`src/rtl/fft_pkg.sv`:
```
// Shared definitions for the mixed-radix FFT datapath.
// Holds the pipeline geometry of the radix-3 butterfly, the width helper
// that the radix-2/3/4 butterflies all use to size their outputs, and the
// elaboration-time computation of the sqrt(3)/2 twiddle constant.
package fft_pkg;

   localparam int unsigned NumStages  = 3;
   localparam int unsigned GrowthBits = 2;

   // Output component width of a butterfly whose inputs are data_w wide.
   function automatic int unsigned cplx_w(input int unsigned data_w,
                                          input int unsigned growth);
      return data_w + growth;
   endfunction

   // Floor integer square root; the argument stays well below 2^62.
   function automatic longint unsigned isqrt64(input longint unsigned n);
      longint unsigned r;
      longint unsigned cand;
      r = 0;
      for (int i = 31; i >= 0; i--) begin
         cand = r | (64'd1 << i);
         if (cand * cand <= n) r = cand;
      end
      return r;
   endfunction

   // K = round(sqrt(3)/2 * 2^(coef_w-1)), half-up.
   // isqrt(3 * 2^(2*coef_w-2)) = floor(2*K_exact), so (that + 1) >> 1 rounds K.
   function automatic int unsigned calc_k(input int unsigned coef_w);
      longint unsigned n;
      n = 64'd3 << (2 * coef_w - 2);
      return int'((isqrt64(n) + 64'd1) >> 1);
   endfunction

endpackage

```
`src/rtl/const_mult_round.sv`:
```
// Signed multiply by a fixed positive constant K with half-up rounding.
// p_o = (K * d_i + 2^(COEF_W-3)) >>> (COEF_W-2), i.e. 2*(K/2^(COEF_W-1))*d_i
// carrying one fractional bit. Purely combinational.
//   d_i : signed difference term, IN_W bits
//   p_o : rounded scaled product, OUT_W bits
module const_mult_round #(
   parameter int unsigned IN_W   = 17,
   parameter int unsigned COEF_W = 16,
   parameter int unsigned K      = 28378,
   parameter int unsigned OUT_W  = 18
) (
   input  logic signed [IN_W-1:0]  d_i,
   output logic signed [OUT_W-1:0] p_o
);

   localparam int unsigned ProdW = IN_W + COEF_W + 1;
   localparam int unsigned Shift = COEF_W - 2;
   localparam logic signed [ProdW-1:0] KConst = ProdW'(K);
   localparam logic signed [ProdW-1:0] Half   = ProdW'(longint'(1) << (COEF_W - 3));

   logic signed [ProdW-1:0] prod;
   logic signed [ProdW-1:0] rnd;

   always_comb begin
      prod = ProdW'(d_i) * KConst;
      rnd  = (prod + Half) >>> Shift;
      p_o  = OUT_W'(rnd);
   end

endmodule

```
`src/rtl/radix3_bfly_pipe.sv`:
```
// Three-stage pipelined radix-3 DFT butterfly with valid/ready handshake.
// Stage 1: s = b+c, d = b-c.  Stage 2: X0 = a+s, h = 2a-s, p = sqrt(3)*d.
// Stage 3: rotate/combine h and p into X1/X2 with half-up rounding.
// All stages share one enable, so a stall freezes the whole pipe.
//   clk, rst             : clock, async active-high reset
//   in_valid/in_ready    : input handshake; inv selects inverse per beat
//   a_*, b_*, c_*        : complex input samples, DATA_W bits signed
//   out_valid/out_ready  : output handshake
//   x0_*, x1_*, x2_*     : DFT outputs, OUT_W bits signed
module radix3_bfly_pipe
   import fft_pkg::*;
#(
   parameter int unsigned  DATA_W = 16,
   parameter int unsigned  COEF_W = 16,
   localparam int unsigned OUT_W  = cplx_w(DATA_W, GrowthBits)
) (
   input  logic                     clk,
   input  logic                     rst,
   input  logic                     in_valid,
   output logic                     in_ready,
   input  logic                     inv,
   input  logic signed [DATA_W-1:0] a_re,
   input  logic signed [DATA_W-1:0] a_im,
   input  logic signed [DATA_W-1:0] b_re,
   input  logic signed [DATA_W-1:0] b_im,
   input  logic signed [DATA_W-1:0] c_re,
   input  logic signed [DATA_W-1:0] c_im,
   output logic                     out_valid,
   input  logic                     out_ready,
   output logic signed [OUT_W-1:0]  x0_re,
   output logic signed [OUT_W-1:0]  x0_im,
   output logic signed [OUT_W-1:0]  x1_re,
   output logic signed [OUT_W-1:0]  x1_im,
   output logic signed [OUT_W-1:0]  x2_re,
   output logic signed [OUT_W-1:0]  x2_im
);

   localparam int unsigned SumW = DATA_W + 1;
   localparam int unsigned HW   = DATA_W + 3;
   localparam int unsigned PW   = DATA_W + 2;
   localparam int unsigned TW   = DATA_W + 4;
   localparam int unsigned K    = calc_k(COEF_W);
   localparam logic signed [TW-1:0] RndOne = TW'(1);

   logic [NumStages-1:0] vld_q;
   logic                 adv;

   // Stage 1
   logic signed [SumW-1:0]   s_re_d, s_im_d, d_re_d, d_im_d;
   logic signed [SumW-1:0]   s_re_q, s_im_q, d_re_q, d_im_q;
   logic signed [DATA_W-1:0] a_re_q, a_im_q;
   logic                     inv1_q;

   // Stage 2
   logic signed [OUT_W-1:0] x0s_re_d, x0s_im_d, x0s_re_q, x0s_im_q;
   logic signed [HW-1:0]    h_re_d, h_im_d, h_re_q, h_im_q;
   logic signed [PW-1:0]    p_re_d, p_im_d, p_re_q, p_im_q;
   logic                    inv2_q;

   // Stage 3
   logic signed [TW-1:0]    t_rp, t_rm, t_ip, t_im;
   logic signed [OUT_W-1:0] y0_re_d, y0_im_d, y1_re_d, y1_im_d, y2_re_d, y2_im_d;
   logic signed [OUT_W-1:0] y0_re_q, y0_im_q, y1_re_q, y1_im_q, y2_re_q, y2_im_q;

   assign adv       = !vld_q[NumStages-1] || out_ready;
   assign in_ready  = adv;
   assign out_valid = vld_q[NumStages-1];

   const_mult_round #(
      .IN_W   (SumW),
      .COEF_W (COEF_W),
      .K      (K),
      .OUT_W  (PW)
   ) u_mult_re (
      .d_i (d_re_q),
      .p_o (p_re_d)
   );

   const_mult_round #(
      .IN_W   (SumW),
      .COEF_W (COEF_W),
      .K      (K),
      .OUT_W  (PW)
   ) u_mult_im (
      .d_i (d_im_q),
      .p_o (p_im_d)
   );

   always_comb begin
      s_re_d   = SumW'(b_re) + SumW'(c_re);
      s_im_d   = SumW'(b_im) + SumW'(c_im);
      d_re_d   = SumW'(b_re) - SumW'(c_re);
      d_im_d   = SumW'(b_im) - SumW'(c_im);

      x0s_re_d = OUT_W'(a_re_q) + OUT_W'(s_re_q);
      x0s_im_d = OUT_W'(a_im_q) + OUT_W'(s_im_q);
      h_re_d   = (HW'(a_re_q) <<< 1) - HW'(s_re_q);
      h_im_d   = (HW'(a_im_q) <<< 1) - HW'(s_im_q);

      t_rp     = TW'(h_re_q) + TW'(p_im_q) + RndOne;
      t_rm     = TW'(h_re_q) - TW'(p_im_q) + RndOne;
      t_ip     = TW'(h_im_q) + TW'(p_re_q) + RndOne;
      t_im     = TW'(h_im_q) - TW'(p_re_q) + RndOne;

      y0_re_d  = x0s_re_q;
      y0_im_d  = x0s_im_q;
      // Inverse transform conjugates W, which simply swaps the X1/X2 formulas.
      y1_re_d  = OUT_W'(inv2_q ? (t_rm >>> 1) : (t_rp >>> 1));
      y1_im_d  = OUT_W'(inv2_q ? (t_ip >>> 1) : (t_im >>> 1));
      y2_re_d  = OUT_W'(inv2_q ? (t_rp >>> 1) : (t_rm >>> 1));
      y2_im_d  = OUT_W'(inv2_q ? (t_im >>> 1) : (t_ip >>> 1));
   end

   always_ff @(posedge clk or posedge rst) begin
      if (rst) begin
         vld_q    <= '0;
         s_re_q   <= '0;
         s_im_q   <= '0;
         d_re_q   <= '0;
         d_im_q   <= '0;
         a_re_q   <= '0;
         a_im_q   <= '0;
         inv1_q   <= 1'b0;
         x0s_re_q <= '0;
         x0s_im_q <= '0;
         h_re_q   <= '0;
         h_im_q   <= '0;
         p_re_q   <= '0;
         p_im_q   <= '0;
         inv2_q   <= 1'b0;
         y0_re_q  <= '0;
         y0_im_q  <= '0;
         y1_re_q  <= '0;
         y1_im_q  <= '0;
         y2_re_q  <= '0;
         y2_im_q  <= '0;
      end else if (adv) begin
         vld_q    <= {vld_q[NumStages-2:0], in_valid};
         s_re_q   <= s_re_d;
         s_im_q   <= s_im_d;
         d_re_q   <= d_re_d;
         d_im_q   <= d_im_d;
         a_re_q   <= a_re;
         a_im_q   <= a_im;
         inv1_q   <= inv;
         x0s_re_q <= x0s_re_d;
         x0s_im_q <= x0s_im_d;
         h_re_q   <= h_re_d;
         h_im_q   <= h_im_d;
         p_re_q   <= p_re_d;
         p_im_q   <= p_im_d;
         inv2_q   <= inv1_q;
         y0_re_q  <= y0_re_d;
         y0_im_q  <= y0_im_d;
         y1_re_q  <= y1_re_d;
         y1_im_q  <= y1_im_d;
         y2_re_q  <= y2_re_d;
         y2_im_q  <= y2_im_d;
      end
   end

   assign x0_re = y0_re_q;
   assign x0_im = y0_im_q;
   assign x1_re = y1_re_q;
   assign x1_im = y1_im_q;
   assign x2_re = y2_re_q;
   assign x2_im = y2_im_q;

endmodule
```
`config.mk`:
```
export PLATFORM = sky130hd
export DESIGN_NAME = radix3_bfly_pipe
export DESIGN_NICKNAME = d
export VERILOG_FILES = /design/src/rtl/fft_pkg.sv /design/src/rtl/const_mult_round.sv /design/src/rtl/radix3_bfly_pipe.sv
export SDC_FILE = /design/constraint.sdc
export NUM_CORES = 2
export LEC_CHECK = 0
export ABC_AREA = 1
export BUFFER_PORTS_ARGS = -buffer_cell sky130_fd_sc_hd__buf_2
export CORE_MARGIN = 3
export CORE_UTILIZATION = 60
export DETAILED_ROUTE_END_ITERATION = 7
export PLACE_DENSITY_LB_ADDON = 0.1
export SLEW_MARGIN = 20
export SYNTH_ARGS = -nofsm -noshare
export SYNTH_HDL_FRONTEND = slang
export SYNTH_SLANG_ARGS = --single-unit
```
`constraint.sdc`:
```
create_clock -name clk -period 11.82 [get_ports clk]
set_input_delay 1.182 -clock clk [delete_from_list [all_inputs] [get_ports clk]]
set_output_delay 1.182 -clock clk [all_outputs]
set_load 0.05 [all_outputs]
```
==> results.json <==
{
  "status": "finished, final reports clean",
  "ys_seq_elements": 319,
  "r2r_end": "p_re_q[12]",
  "numCtsBuffers": 37,
  "num_io_pins": 211,
  "synthFlopType": "dfrtp_1",
  "setup_viol": 0,
  "rsz0062_at_grt": "no",
  "tightest_slew_ps": 1150,
  "fin_crit_ps": 5980,
  "drtPass1Iterations": 5,
  "drt-initial-drc-count": 2187,
  "clockRootBuffer": "clkbuf_16",
  "detail-route-antenna-nets": 0,
  "start_kind": "flip-flop",
  "clock_latency_ps": 580,
  "vias_per_cell": 5.41,
  "layout_setup_ws_ps": 5840,
  "drt-total-wl_mm": 96.1,
  "cts.clk_slew.worst_paths_ps": 60,
  "port_buffers": 210,
  "start_util_pct": 61.2,
  "grt_start_max_net_pins": 175,
  "grt_antenna_before_repair": 1,
  "hold_viol": 0,
  "hold_start": "vld_q[1]",
  "fp-row-count": 88,
  "area_growth_pct": 8.83,
  "ctsResizeCount": 0,
  "design_area_um2": 38700,
  "hold_path_class": "flip-flop to flip-flop",
  "slowest_delay_ps": 720,
  "cts.sinks": 319,
  "holdPathStages": 2,
  "holdPathEnd": "vld_q[2]",
  "rr_worst_depth": 25,
  "fmax_mhz": 167,
  "synthArstFlopShare_pct": 100,
  "fin_tns_setup_ps": 0,
  "max-slew-margin-rel_pct": 23.1,
  "synth_area_per_cell_um2": 7.39,
  "wl_per_cell_um": 16.7,
  "dieArea_um2": 62300,
  "multi_input_area_um2": 23700,
  "vias": 31200,
  "synth_edf_count": 0,
  "criticalPathCategory": "flip-flop to flip-flop",
  "yosysTopAreaCell": "dfrtp_1",
  "yosys_warnings": 0,
  "synthDistinctLibCells": 53,
  "ff2ff_setup_slack_ps": 5840,
  "endpoint_kind": "flip-flop",
  "critPathArrivalTime_ps": 6380,
  "drive_gt1_share_pct": 7.88,
  "core-area_um2": 58100,
  "dp_hpwl_mm": 78.7,
  "crit_required_ps": 12230,
  "critPathMaxFanout": 13,
  "seq_area_frac_synth_pct": 22.4,
  "maxSlewViolCount": 0,
  "overflow": 0,
  "fill_cells": 5298,
  "grt_pass1_wl_mm": 157,
  "cts_tree": "done",
  "synth.cell_area_um2": 35600,
  "cts-htree-levels": 2,
  "syn-num-nets": 5616,
  "cap_viol_max_count": 0,
  "die_h_um": 250,
  "place_area_um2": 37300,
  "synth_most_common_cell": "nand2_1",
  "ff_latch_area_um2": 7980,
  "r2r_start": "d_re_q[16]",
  "dp_slack_ps": 5880,
  "fin_skew_ps": 22.2,
  "synthTopCellsByArea": "dfrtp_1 22%, ha_1 16%, fa_1 15%",
  "netlist_instances": 4811,
  "yosys-top-cells-count": "1279 x nand2_1, 921 x inv_1, 446 x ha_1, 319 x dfrtp_1, 318 x nand3_1",
  "finalCritPeriodShare_pct": 50.6,
  "die_x_um": 250,
  "grt_pass1_vias": 30400,
  "synth_top_cell_area_share_pct": 22.4,
  "place.gp.congestion": 0.979,
  "cts_setup_buffers": 0,
  "antenna_cells": 0,
  "track_usage_pct": 31.2,
  "drc": 0,
  "cp_slowest_cell": "dfrtp_1",
  "cp_common_cell": "nand2_1",
  "nets": 5778,
  "clk_path_buf_depth": 3,
  "hold_buffers": 0
}
-- cell type report --
class	count	share of cell area [%]
multi-input combinational	3450	61.2
sequential	319	20.6
inverter	944	9.19
timing repair buffer	221	2.93
clock buffer	48	2.79
tap	765	2.47
clock inverter	20	0.840
-- logic make-up after synthesis --
kind of cell	Yosys count	share of synthesized area [%]
XOR/XNOR	115	2.83
buffers and inverters	1042	11.0
adder cells (fa/ha/maj)	704	30.2
AND/OR/NAND/NOR	2031	24.1
AO/OA/AOI/OAI	600	9.40
flip-flops	319	22.4
-- registers in the layout, indices dropped and copies added, names as in the netlist --
register	flops
p_im_q	18
x0_re	18
inv1_q	1
h_im_q	18
inv2_q	1
x2_im	18
vld_q	3
h_re_q	18
x1_re	18
p_re_q	18
s_im_q	17
x0s_re_q	18
a_re_q	16
x0s_im_q	18
x0_im	18
a_im_q	16
x1_im	18
s_re_q	17
d_im_q	16
x2_re	18
d_re_q	16
-- how the worst max path moves through the flow --
stage                     startpoint    endpoint  slack, ps  cells after the start
after floorplan                  rst   a_im_q[0]       1810                      1
after global placement    d_re_q[16]  p_re_q[12]       6000                     25
after detailed placement  d_re_q[16]  p_re_q[12]       5880                     25
after CTS                 d_re_q[16]  p_re_q[12]       5840                     25
after global routing      d_re_q[16]  p_re_q[12]       5390                     25
final                     d_re_q[16]  p_re_q[12]       5840                     25
-- metrics by stage --
stage          util, %  hold WS, ps  cells
4_1_cts           66.6          451   5767
2_1_floorplan        -          420   4811
3_5_place_dp      64.2          435   5699
6_report          66.6          450   5767
5_1_grt           66.6          484   5767
3_3_place_gp      64.2          438   5699
-- metal layers --
| layer | track usage [%] | wire, um | up-vias |
|---|---|---|---|
| li1 | - | - | 15500 |
| met1 | 42.4 | 42000 | 14700 |
| met2 | 52.3 | 45400 | 856 |
| met3 | 3.26 | 5350 | 149 |
| met4 | 10.4 | 3350 | 2 |
| met5 | 0 | 7 | - |
-- critical path: cells and delay by family, from the launching register on --
| kind | cells | cell delay, ps |
|---|---|---|
| fa+ha+maj | 7 | 3200 |
| compound gates | 1 | 90 |
| buf+inv | 4 | 340 |
| flops | 1 | 720 |
| simple gates | 13 | 1460 |
-- cell usage in the layout (no fill, tap or decap), types with 8 or more instances in the layout --
master     netlist  final
a21o_1          14     14
a21oi_1        205    205
a31oi_1         48     48
buf_2            7    210
buf_4            0     11
clkbuf_16        0     38
clkbuf_8         0      9
dfrtp_1        319    318
fa_1           258    258
ha_1           446    446
inv_1          921    919
inv_2           21     21
nand2_1       1279   1279
nand2_2         14     14
nand3_1        318    318
nand4_1         55     55
nor2_1         241    240
nor2_2           8      8
nor3_1          34     34
nor4_1          12     12
o21a_1          11     11
o21ai_0        222    222
o21ai_1         19     19
o21bai_1        21     21
o22ai_1         13     13
o31ai_1          9      9
or2_2           34     34
xnor2_1         35     35
xor2_1          80     80
Power is not shown: default switching activity piles up to over one toggle a cycle in this logic, so the estimate is an artifact.
